$ cat config.mk
export PLATFORM = sky130hd
export DESIGN_NAME = irq_ctrl
export DESIGN_NICKNAME = d
export VERILOG_FILES = /design/src/rtl/irq_ctrl.sv
export SDC_FILE = /design/constraint.sdc
export NUM_CORES = 1
export LEC_CHECK = 0
export CELL_PAD_IN_SITES_DETAIL_PLACEMENT = 2
export CELL_PAD_IN_SITES_GLOBAL_PLACEMENT = 2
export CORE_UTILIZATION = 27
export CTS_BUF_LIST = sky130_fd_sc_hd__clkbuf_8
export CTS_CLUSTER_DIAMETER = 60
export DETAILED_ROUTE_END_ITERATION = 8
export PLACE_DENSITY = 0.91
export SYNTH_ARGS = -nofsm -noshare
export SYNTH_HDL_FRONTEND = slang
export SYNTH_SLANG_ARGS = --single-unit
$ cat constraint.sdc
create_clock -name clk -period 2.5 [get_ports clk]
set_input_delay 0.375 -clock clk [delete_from_list [all_inputs] [get_ports clk]]
set_output_delay 0.375 -clock clk [all_outputs]
set_load 0.05 [all_outputs]
$ cat src/rtl/irq_ctrl.sv
// Interrupt request collector: synchronises, edge-detects, masks and priority-encodes irq lines.
// Optional macro IRQ_LEVEL_EN selects level-sensitive (non-sticky) pending instead of edge capture.
//
// state | meaning
// IDLE  | no request presented; latches cause when an enabled pending bit exists
// REQ   | inter asserted, cause frozen, waiting for take
// SVC   | handler running, cause frozen, waiting for iret
// RSVD  | unreachable encoding, behaves as IDLE
module irq_ctrl #(
    parameter int NIRQ = 8,
    parameter int IDXW = 5
) (
    input  logic            clk,
    input  logic            rst_n,
    input  logic [NIRQ-1:0] irq,
    input  logic            take,
    input  logic            iret,
    input  logic            we,
    input  logic [1:0]      addr,
    input  logic [31:0]     wdata,
    output logic [31:0]     rdata,
    output logic            inter,
    output logic [IDXW-1:0] cause,
    output logic            busy
);

    typedef enum logic [1:0] {
        IDLE = 2'd0,
        REQ  = 2'd1,
        SVC  = 2'd2,
        RSVD = 2'd3
    } state_t;

    state_t          state, state_nxt;
    logic [NIRQ-1:0] sync1, sync2, enable, act, pend_view;
    logic [IDXW-1:0] cause_r, enc;
    logic            latch_cause, cause_act, w_en;

    assign w_en = we && (addr == 2'd0);
    assign act  = pend_view & enable;

`ifdef IRQ_LEVEL_EN
    // Level mode: pending simply mirrors the synchronised line.
    assign pend_view = sync2;
`else
    logic [NIRQ-1:0] sync3, pending, rise, clr;
    logic            take_ok, w_pend;

    assign take_ok   = (state == REQ) && take;
    assign w_pend    = we && (addr == 2'd1);
    assign rise      = sync2 & ~sync3;
    assign pend_view = pending;

    // A new edge on the serviced line outlives both W1C and the take auto-clear.
    always_comb begin
        clr = w_pend ? wdata[NIRQ-1:0] : '0;
        for (int i = 0; i < NIRQ; i++) begin
            if (take_ok && (cause_r == IDXW'(i))) clr[i] = 1'b1;
        end
    end

    always_ff @(posedge clk) begin
        if (!rst_n) begin
            sync3   <= '0;
            pending <= '0;
        end else begin
            sync3   <= sync2;
            pending <= (pending & ~clr) | rise;
        end
    end
`endif

    always_comb begin
        enc = '0;
        for (int i = NIRQ - 1; i >= 0; i--) begin
            if (act[i]) enc = IDXW'(i);
        end
    end

    always_comb begin
        cause_act = 1'b0;
        for (int i = 0; i < NIRQ; i++) begin
            if (cause_r == IDXW'(i)) cause_act = act[i];
        end
    end

    always_comb begin
        state_nxt   = state;
        latch_cause = 1'b0;
        inter       = 1'b0;
        busy        = 1'b0;
        case (state)
            REQ: begin
                inter = 1'b1;
                busy  = 1'b1;
                if (take) state_nxt = SVC;
                else if (!cause_act) state_nxt = IDLE;
            end
            SVC: begin
                busy = 1'b1;
                if (iret) state_nxt = IDLE;
            end
            default: begin
                if (|act) begin
                    state_nxt   = REQ;
                    latch_cause = 1'b1;
                end
            end
        endcase
    end

    always_ff @(posedge clk) begin
        if (!rst_n) begin
            sync1   <= '0;
            sync2   <= '0;
            enable  <= '0;
            cause_r <= '0;
            state   <= IDLE;
        end else begin
            sync1 <= irq;
            sync2 <= sync1;
            if (w_en) enable <= wdata[NIRQ-1:0];
            if (latch_cause) cause_r <= enc;
            state <= state_nxt;
        end
    end

    assign cause = cause_r;

    always_comb begin
        rdata = '0;
        case (addr)
            2'd0: rdata[NIRQ-1:0] = enable;
            2'd1: rdata[NIRQ-1:0] = pend_view;
            2'd2: begin
                rdata[31]         = busy;
                rdata[IDXW-1:0]   = cause_r;
            end
            default: rdata[1:0] = state;
        endcase
    end

endmodule

== Word-level counts from Yosys, hierarchy flattened ==
Index checks and enable logic that the tools add are counted.
Operators by class
  bitwise gates (word level): 6
  magnitude comparators: 0
  shifts and indexed selects: 0
  muxes and demuxes: 38
  multipliers: 0
  $add $sub $neg: 0
  eq/ne operators: 13
  reductions and logical operators: 17
  div/mod/pow operators: 0
Operators by type and width (number)
  $mux W5: 7
  $and A8 B8 Y8: 3
  $mux W1: 21
  $eq A5 B3 Y1 const B: 4
  $not A8 Y8: 2
  $logic_and A1 B1 Y1: 11
  $eq A5 B2 Y1 const B: 2
  $pmux W3 S3: 1
  $mux W2: 4
  $mux W8: 1
  $or A8 B8 Y8: 1
  $reduce_or A8 Y1: 1
  $pmux W2 S3: 1
  $pmux W3 S2: 1
  $eq A5 B1 Y1 const B: 1
  $logic_not A5 Y1: 1
  $eq A2 B1 Y1 const B: 2
  $eq A2 B2 Y1 const B: 2
  $pmux W2 S2: 1
  $mux W3: 1
  $ne A3 B3 Y1 const B: 1
  $reduce_and A3 Y1: 1
  $reduce_bool A3 Y1: 1
  $logic_not A2 Y1: 1
  other kinds (2): 2
Word-level totals
  logic and storage cells: 81
  latch bits: 0
  input port bits: 47
  memories: 0
  RAM bits: 0
  bits in registers: 47
  ROM bits: 0

== Longest topological paths before layout ==
  word-level depth: 12
  gate-level depth with buffers: 8
  depth with buffers taken out: 8

== Least setup slack after synthesis ==
Ideal clock, no wire load.
  kind: register to output
  from: register state[0]
  to: output port rdata[31]
  stages on the path, launching flop included: 4
  slack: 203 ps
  buffers on the path: 0
  data required time: 2125 ps
  arrival: 1922 ps
  cells stage by stage: dfxtp_1 > inv_1 > ha_1 > nor3b_1
Between the ends
  longest elaborated chain between the ends: 4
  elaborated cells on any way between the ends: 5
RTL lines
  start: declaration: line 34  | state_t state, state_nxt;
  start signal: assignment: line 124  | state <= state_nxt;
  $eq A2 B1 Y1 or $eq A2 B2 Y1 (tied branches): line 92  | case (state)
  $reduce_or A2 Y1 (no source line) (*)
  $mux W1 (*): line 92
  $mux W1 (*): line 132  | case (addr)
  end: declaration: line 21  | output logic [31:0] rdata,
Every way passes the cells marked *; elsewhere a longest branch is shown, timed or not.

== Worst setup path after layout ==
  from: register state[0]
  to: output port busy
Between the ends
  longest elaborated chain between the ends: 3
  elaborated cells on any way between the ends: 4
RTL lines
  $eq A2 B1 Y1 or $eq A2 B2 Y1 (tied branches): line 92
  $reduce_or A2 Y1 (no source line) (*)
  $mux W1 (*): line 92
  end: declaration: line 24  | output logic busy
Marked as above.

==> out/metrics.yaml <==
ys_warn_count: 0
nets: 320
place.gp.congestion: 0.8994
clock_tree.buffer_depth: 2
wl_per_cell_um: 15.13
initial_core_util_pct: 27.93
synth-edff-count: 0
drt-total-wl_um: 5658
placementRows: 32
max_cap_viol_count: 0
fmax_mhz: 410.1
async_reset_ff_share_pct: 0
grt.total_usage_pct: 14.41
cts_resized: 0
leakagePower_uw: 0.001114
hold_viol_final: 0
htree_levels: 2
ioPinCount: 86
cts_sinks: 45
period_minus_slack_ns: 2.438
critPathArrivalTime_ns: 2.06
tns_ns: 0
synth_area_per_cell_um2: 9.154
dieHeight_um: 91.64
status: "finished clean"
area_growth_pct: 23.99
ys.flop_type: "dfxtp_1"
min_path_type: "register to register"
yosysTopAreaCell: "dfxtp_1"
netlist_instances: 237
path_clk_slew_ns: 0.09
core_region_area_um2: 7767
antenna_found_initial: 0
grt_pass1_wl_um: 9432
dieArea_um2: 8398
synth_area_um2: 2170
drv_slew: 0
start_kind: "register"
finalSetupViolations: 0
drt_iter0_drc: 78
power_density_nw_per_um2: 646.8
path_max_fanout: 6
clockRootBuffer: "clkbuf_8"
clk_latency_ns: 0.30
rsz0062_at_grt: "no"
critPathCaptureType: "primary output"
yosysTopAreaCellShare_pct: 41.52
overflow: 0
drive_above_1_share_pct: 12.13
critPathRequiredTime_ns: 2.12
worst_slew_pin_slew_ns: 0.5022
antenna_cells: 0
ant_nets: 0
firstDrtPassIters: 4
vdd_drop_max_uv: 255.1
post-route-period-util_pct: 97.53
final_area_um2: 2690
cts_setup_buffers: 0
fillCellCount: 855
synth_top_cells_by_area: "dfxtp_1, buf_4, mux2i_1"
cts_tree: "done"
grt_max_degree: 38
maxSlewHeadroom_pct: 66.48
routed_via_density: 4.567
ys_types: 45
placed_area_um2: 2591
grt_pass1_vias: 1836
hold_buffers: 0
die_w_um: 91.64
crit_type: "register to primary output"
cts_buffers: 5
vias: 1708
fin_skew_ns: 0.006692
place.detailed.hpwl_um: 4151
drc_errors: 0
ys_seq_area_share_pct: 41.52
io_buffers: 36
ys_seq_elements: 45
-- synthesized netlist by cell type (all sizes together) (2+ instances only) --
master,n
clkbuf,7
a21oi,5
nor2,10
o2111ai,2
nor3,5
nand2,25
ha,2
a32o,2
and2,16
nor3b,3
a22o,2
inv,12
nor2b,11
o21ai,12
mux2i,15
nand3,10
dfxtp,45
nand3b,3
buf,30
mux4,2
a22oi,3
nand2b,2
-- placed cells by master, fill, tap and decap left out, types with 2 or more instances in the layout --
master and n:
o21ai_1 5, buf_4 5, dfxtp_1 45, o21ai_2 2, a21oi_1 5, o21ai_0 5
a22o_1 2, nand3b_1 3, conb_1 25, clkdlybuf4s50_1 27, clkbuf_8 6, ha_1 2
nor2b_1 10, o2111ai_1 2, nor2_1 10, buf_12 8, a22oi_1 3, nand3_1 10
mux4_2 2, nor3_1 4, inv_1 12, nor3b_1 3, nand2_1 24, and2_1 16
mux2i_1 15
-- power breakdown --
| part | switching (µW) | leakage, µW | internal, µW |
|---|---|---|---|
| logic | 301 | 0.000698 | 159 |
| registers | 37.2 | 0.000369 | 753 |
| clock network | 261 | 0.0000478 | 228 |
-- state kept, by name (all words and copies together) (netlist names) --
name	count
sync1	8
pend_view	8
state	2
cause	3
sync3	8
sync2	8
enable	8
-- critical path, cell delays in order, from the launching register on --
cell,delay (ns)
dfxtp_1,0.42
inv_1,0.07
ha_1,0.38
inv_1,0.10
clkdlybuf4s50_1,0.80
-- layout make-up --
type,count,area (µm²),area share (%)
clock inverters,2,16.27,0.6047
inverters,12,45.04,1.674
flip-flops and latches,45,900.9,33.49
well taps,102,127.6,4.744
repair buffers,40,467.9,17.40
multi-input cells,167,1050,39.02
clock buffers,6,82.58,3.070
-- kinds of logic (layout without fill, tap and decap cells) --
family	count (synthesis)	count (layout)	share of synthesized area, %
AO/OA/AOI/OAI	32	32	10.73
adder cells (fa/ha/maj)	2	2	1.153
buffers and inverters	49	60	14.24
flip-flops	45	45	41.52
multiplexers	18	18	9.688
other	1	25	0.1728
AND/OR/NAND/NOR	90	90	22.49
-- metrics by stage --
step	utilization (%)	power, µW	cells	worst slack, ns	hold WS, ns
2_1_floorplan	-	1147	261	0.2031	0.3895
3_3_place_gp	33.36	1251	366	0.2444	0.3925
3_5_place_dp	33.36	1265	366	0.2259	0.4063
4_1_cts	34.63	1761	374	0.06642	0.4199
5_1_grt	34.63	1817	374	0.01160	0.4369
6_report	34.63	1740	374	0.06172	0.4128
-- per-layer routing --
| metal | global-route usage, % | vias to the layer above | part of all wire [%] |
|---|---|---|---|
| li1 | - | 813 | - |
| met1 | 16.85 | 841 | 42 |
| met2 | 26.32 | 46 | 53 |
| met3 | 2.736 | 8 | 3.3 |
| met4 | 4.630 | 0 | 1.8 |
| met5 | 0 | - | 0 |
-- worst paths after layout --
| check | from | end | slack (ns) | cells past startpoint |
|---|---|---|---|---|
| worst max-delay path | state[0]$_SDFFE_PN0P_ | busy | 0.06 | 4 |
| worst min-delay path | sync3[6]$_SDFF_PN0_ | pend_view[6]$_SDFF_PN0_ | 0.41 | 1 |
| worst max register to register | cause[0]$_SDFFE_PN0P_ | state[1]$_SDFFE_PN0P_ | 0.53 | 6 |
| worst min register to register | sync3[6]$_SDFF_PN0_ | pend_view[6]$_SDFF_PN0_ | 0.41 | 1 |
Note: power is estimated with default switching activity, not from simulation.
==> RTL edit 1 (same flow settings) <==
The parameter `NIRQ` goes from 8 to 12.
--- a/src/rtl/irq_ctrl.sv
+++ b/src/rtl/irq_ctrl.sv
@@ -7,7 +7,7 @@
 // SVC   | handler running, cause frozen, waiting for iret
 // RSVD  | unreachable encoding, behaves as IDLE
 module irq_ctrl #(
-    parameter int NIRQ = 8,
+    parameter int NIRQ = 12,
     parameter int IDXW = 5
 ) (
     input  logic            clk,
Interface: changed (resized irq); port bits go from 86 to 90. The function was not compared with the original's and may differ.
==> RTL edit 1 against the original RTL <==
Routed wire length grew 58%. Critical path depth shrank 2. Register-to-register slack gained 0.09 ns. Worst setup slack gained 0.15 ns. Sequential cell count grew 21. Power grew 51%. Synthesized area grew 39%. Design area grew 44%. Fmax grew 6.6%. Critical path type unchanged.
==> RTL edit 1: results (changes against the original RTL) <==
Outcome
  • Status: finished clean

Worst setup path
  • CP peak stage delay: 0.85 ns (+0.05 ns)
  • Worst-path fanout max: 7 (+1)
  • Arrival time worst endpoint: 1.91 ns (-0.15 ns)

Global route
  • Largest net degree at the start of global routing: 29 (-24%)
  • All-Layer GR Usage: 0.1686 (+0.02448)
  • Number of global-route vias before repair: 2687 (+46%)
  • First-pass GRT wire length: 14.52 mm (+54%)

Route
  • Vias: 2447 (+43%)
  • Routed wire length: 8.926 mm (+58%)

Layout
  • Final Net Count: 436 (+36%)
  • Share of cells above drive strength 1: 0.1244 (+0.003029)

Logic synthesis
  • Synth area leaders: dfxtp_1, mux2i_1, buf_4, and2_1, nand2_1
  • Cell variety after synth: 44 (-2.2%)
  • Synth top cells by count: dfxtp_1, nand2_1, and2_1, mux2i_1, buf_4
  • Synth Flop Type: dfxtp_1
  • Post-synthesis sequential area ratio: 0.4385 (+0.02331)

Clock tree
  • Num CTS Buffers: 9 (+4)
  • Clock-pin slew on the worst setup and hold paths: 0.07 ns (-0.02 ns)
  • Clock latency on the worst-skew pair: 0.34 ns (+0.04 ns)

STA
  • Worst slew margin: 0.6475 (-0.01726)
  • Worst Skew: 0.006974 ns (+0.0002814 ns)

Power
  • Worst vdd ir: 0.0003621 V (+42%)
  • P_leak: 1.646 nW (+48%)

Placement
  • Input/output buffers: 49 (+36%)
  • Dpl hpwl: 6.565 mm (+58%)
==> RTL edit 1: cell count changes in the layout (fill, tap and decap cells not counted), sizes merged, moves of 5 or more <==
| cell | change |
|---|---|
| dfxtp | +21 |
| mux2i | +10 |
| clkdlybuf4s50 | +7 |
| nor2b | +5 |
| buf | +9 |
| and2 | +10 |
| o21ai | +8 |
| clkbuf | +5 |
| nand2 | +17 |
| inv | +6 |
| conb | -5 |
==> RTL edit 1: metal layers <==
layer	track usage	routed length, um	share of wire
met5	0	0	0
met4	0.06262	135	0.015
met3	0.04116	377	0.042
met2	0.3008	4571	0.51
met1	0.1931	3841	0.43
==> RTL edit 1: cell type report <==
type	count	area, sq um
timing repair buffer	57	661.9
clock inverter	3	40.04
clock buffer	11	151.4
sequential	66	1321
inverter	19	71.32
tap	140	175.2
multi-input combinational	230	1461
fill	1217	6958
==> RTL edit 1: cell families after synthesis <==
group           after synthesis  share of synthesized area
fa+ha+maj                     2                   0.008304
compound gates               54                     0.1341
mux                          28                     0.1017
flops                        66                     0.4385
buf+inv                      54                     0.1001
other cells                   1                   0.001245
simple gates                126                     0.2159
==> RTL edit 1: what timing repair did <==
action,4_1_cts,5_1_grt
setup buffers,0,0
gates resized for setup,1,0
setup endpoints to repair,1,0
==> RTL edit 1: path summary, 6_finish.rpt <==
check / from / to / slack (ns) / depth (start not counted)
min reg2reg: sync3[2] / pend_view[2] / 0.42 / 1
max reg2reg: cause[1] / state[0] / 0.62 / 6
max: state[0] / inter / 0.21 / 2
min: sync3[2] / pend_view[2] / 0.42 / 1
==> RTL edit 1: stage by stage <==
stage                     power (mW)  setup WS [ns]  hold WS [ns]  instance area [sq um]  std cells
final                          2.625         0.2131        0.4157                   3882        526
after global routing           2.748         0.1308        0.4474                   3882        526
after CTS                      2.666         0.1910        0.4248                   3882        526
after detailed placement       1.767         0.2771        0.4175                   3692        512
after global placement         1.734         0.3325        0.4028                   3692        512
after floorplan                1.580        0.01377        0.3988                   3084        350
==> RTL edit 1: power by group <==
group | total [mW] | switching (mW) | internal (mW)
Combinational | 0.583 | 0.357 | 0.226
Clock | 0.892 | 0.391 | 0.500
Sequential | 1.15 | 0.0464 | 1.10
==> RTL edit 1: critical path, delay by kind of cell (launching register included) <==
family / cells / cell delay [ns]
DFF: 1 / 0.40
buffers and inverters: 1 / 0.85
adders and majority gates: 1 / 0.32
==> RTL edit 2 (config.mk and constraints unchanged) <==
Without the edit above. Reset style: asynchronous (`rst_n`), changed in 2 clocked blocks.
--- a/src/rtl/irq_ctrl.sv
+++ b/src/rtl/irq_ctrl.sv
@@ -59,7 +59,7 @@
         end
     end
 
-    always_ff @(posedge clk) begin
+    always_ff @(posedge clk or negedge rst_n) begin
         if (!rst_n) begin
             sync3   <= '0;
             pending <= '0;
@@ -109,7 +109,7 @@
         endcase
     end
 
-    always_ff @(posedge clk) begin
+    always_ff @(posedge clk or negedge rst_n) begin
         if (!rst_n) begin
             sync1   <= '0;
             sync2   <= '0;
Behaviour: differs if rst_n is asserted again (counterexample within 4 cycles, from zero or initial values and one cycle with rst_n low); with rst_n held inactive, the same outputs for 4 cycles.
==> RTL edit 2 against the original RTL <==
Critical path depth shrank 1. Synthesized cell count is 19% lower. Worst setup slack better by 0.18 ns. Cell count is 11% lower. Clock skew about the same. Routed wire length fell by 1.3%. Synthesized area decreased by 0.69%. Design area hardly changed. Sequential cell count stayed put. Sequential share of layout area up 8.4 points. Largest cell class is now sequential cells.
Power is not compared: it rests on default switching activity, and its combinational part moved more than twofold at a synthesized area within 25%.
==> RTL edit 2: results (changes against the original RTL) <==
Worst setup path
  • RR Endpoint: state[0]
  • Worst-case reg-to-reg path depth: 5 (-1)
  • CP peak stage delay: 0.83 ns (+0.03 ns)
  • CP endpoint: inter
  • Launch point of the critical path: state[1]
  • R2r startpoint: cause[0]
  • Worst-path fanout max: 5 (-1)
  • Reg2reg setup slack: 0.77 ns (+0.24 ns)
  • Worst path slowest cell: clkdlybuf4s50_1
  • Arrival time worst endpoint: 1.88 ns (-0.18 ns)

Layout
  • Final Net Count: 281 (-12%)
  • Share of cells above drive strength 1: 0.1724 (+0.05109)
  • Layout Cells excl Fill: 334 (-11%)
  • # fillers: 855 (unchanged)

Worst hold path
  • Hold Crit Class: in2async

STA
  • Worst-Margin Slew: 0.5223 ns (+0.02008 ns)
  • Final hold slack: 0.002159 ns (-0.4106 ns)
  • Worst Skew: 0.007085 ns (+0.0003927 ns)
  • Final worst-path cycle share: 0.9034 (-0.07196)

Logic synthesis
  • Synth Instances: 191 (-19%)
  • Post-synthesis sequential area ratio: 0.5226 (+0.1074)
  • Synth area leaders: dfrtp_1, buf_4, mux2_2, mux2i_1, nand2_1
  • Post-synthesis async set-or-reset flop share: 1.000 (+1.000)
  • Synth top cells by count: dfrtp_1, buf_4, nand2_1, inv_1
  • Cell variety after synth: 41 (-8.9%)

Global route
  • Met2 GRT Util: 0.2487 (-0.01442)
  • Met1 Use GR: 0.1777 (+0.009278)
  • All-Layer GR Usage: 0.1409 (-0.003256)
  • Number of global-route vias before repair: 1631 (-11%)
  • Largest net degree at the start of global routing: 30 (-21%)
  • First-pass GRT wire length: 8.921 mm (-5.4%)
  • Grt met3 use: 0.02931 (+0.001950)
  • Initial antenna violation count: 0 (unchanged)

Route
  • Initial drt markers: 87 (+12%)
  • Met3 WL: 247 um (+34%)
  • Wl on met1: 2.457 mm (+3.2%)
  • Wire per inst: 16.72 um (+10%)
  • Routed vias/inst: 4.623 (+1.2%)
  • Met2 WL: 2.829 mm (-5.4%)

Placement
  • DP Worst Slack: 0.2626 ns (+0.03672 ns)
  • GPL Wtd Cong: 0.7802 (-13%)
  • Placed cell areas: 2603 sq um (+0.43%)
  • Dpl hpwl: 4.151 mm (about the same)

Clock tree
  • CTS resizes: 0 (unchanged)
  • Post-CTS Setup Inserts: 0 (unchanged)
  • CTS Root Cell: clkbuf_8

Outcome
  • Status: finished clean

Power
  • Combinational Power Share: 0.462
  • Worst vdd ir: 0.0002890 V
  • Clk. pwr: 0.457 mW
## RTL edit 2: cell types whose count changed in the layout (fill, tap and decap cells not counted), moves of 5 or more
cell / change
nand3_1: -7
mux2i_1: -9
dfrtp_1: +45
and2_1: -16
nor2b_1: -9
o21ai_0: +5
dfxtp_1: -45
nand2_1: -8
mux2_2: +8
## RTL edit 2: final cells by class
| class | instances | area (sq um) | area share |
|---|---|---|---|
| well taps | 102 | 127.6 | 0.04746 |
| inverters | 11 | 41.29 | 0.01536 |
| flip-flops and latches | 45 | 1126 | 0.4188 |
| multi-input cells | 128 | 852.1 | 0.3169 |
| clock inverters | 1 | 3.754 | 0.001396 |
| repair buffers | 41 | 455.4 | 0.1694 |
| clock buffers | 6 | 82.58 | 0.03071 |
## RTL edit 2: logic make-up after synthesis
kind of cell / synth area share
buffers and inverters: 0.1237
other: 0.001740
AO/OA/AOI/OAI: 0.1429
flip-flops: 0.5226
AND/OR/NAND/NOR: 0.1051
adder cells (fa/ha/maj): 0.01161
multiplexers: 0.09234
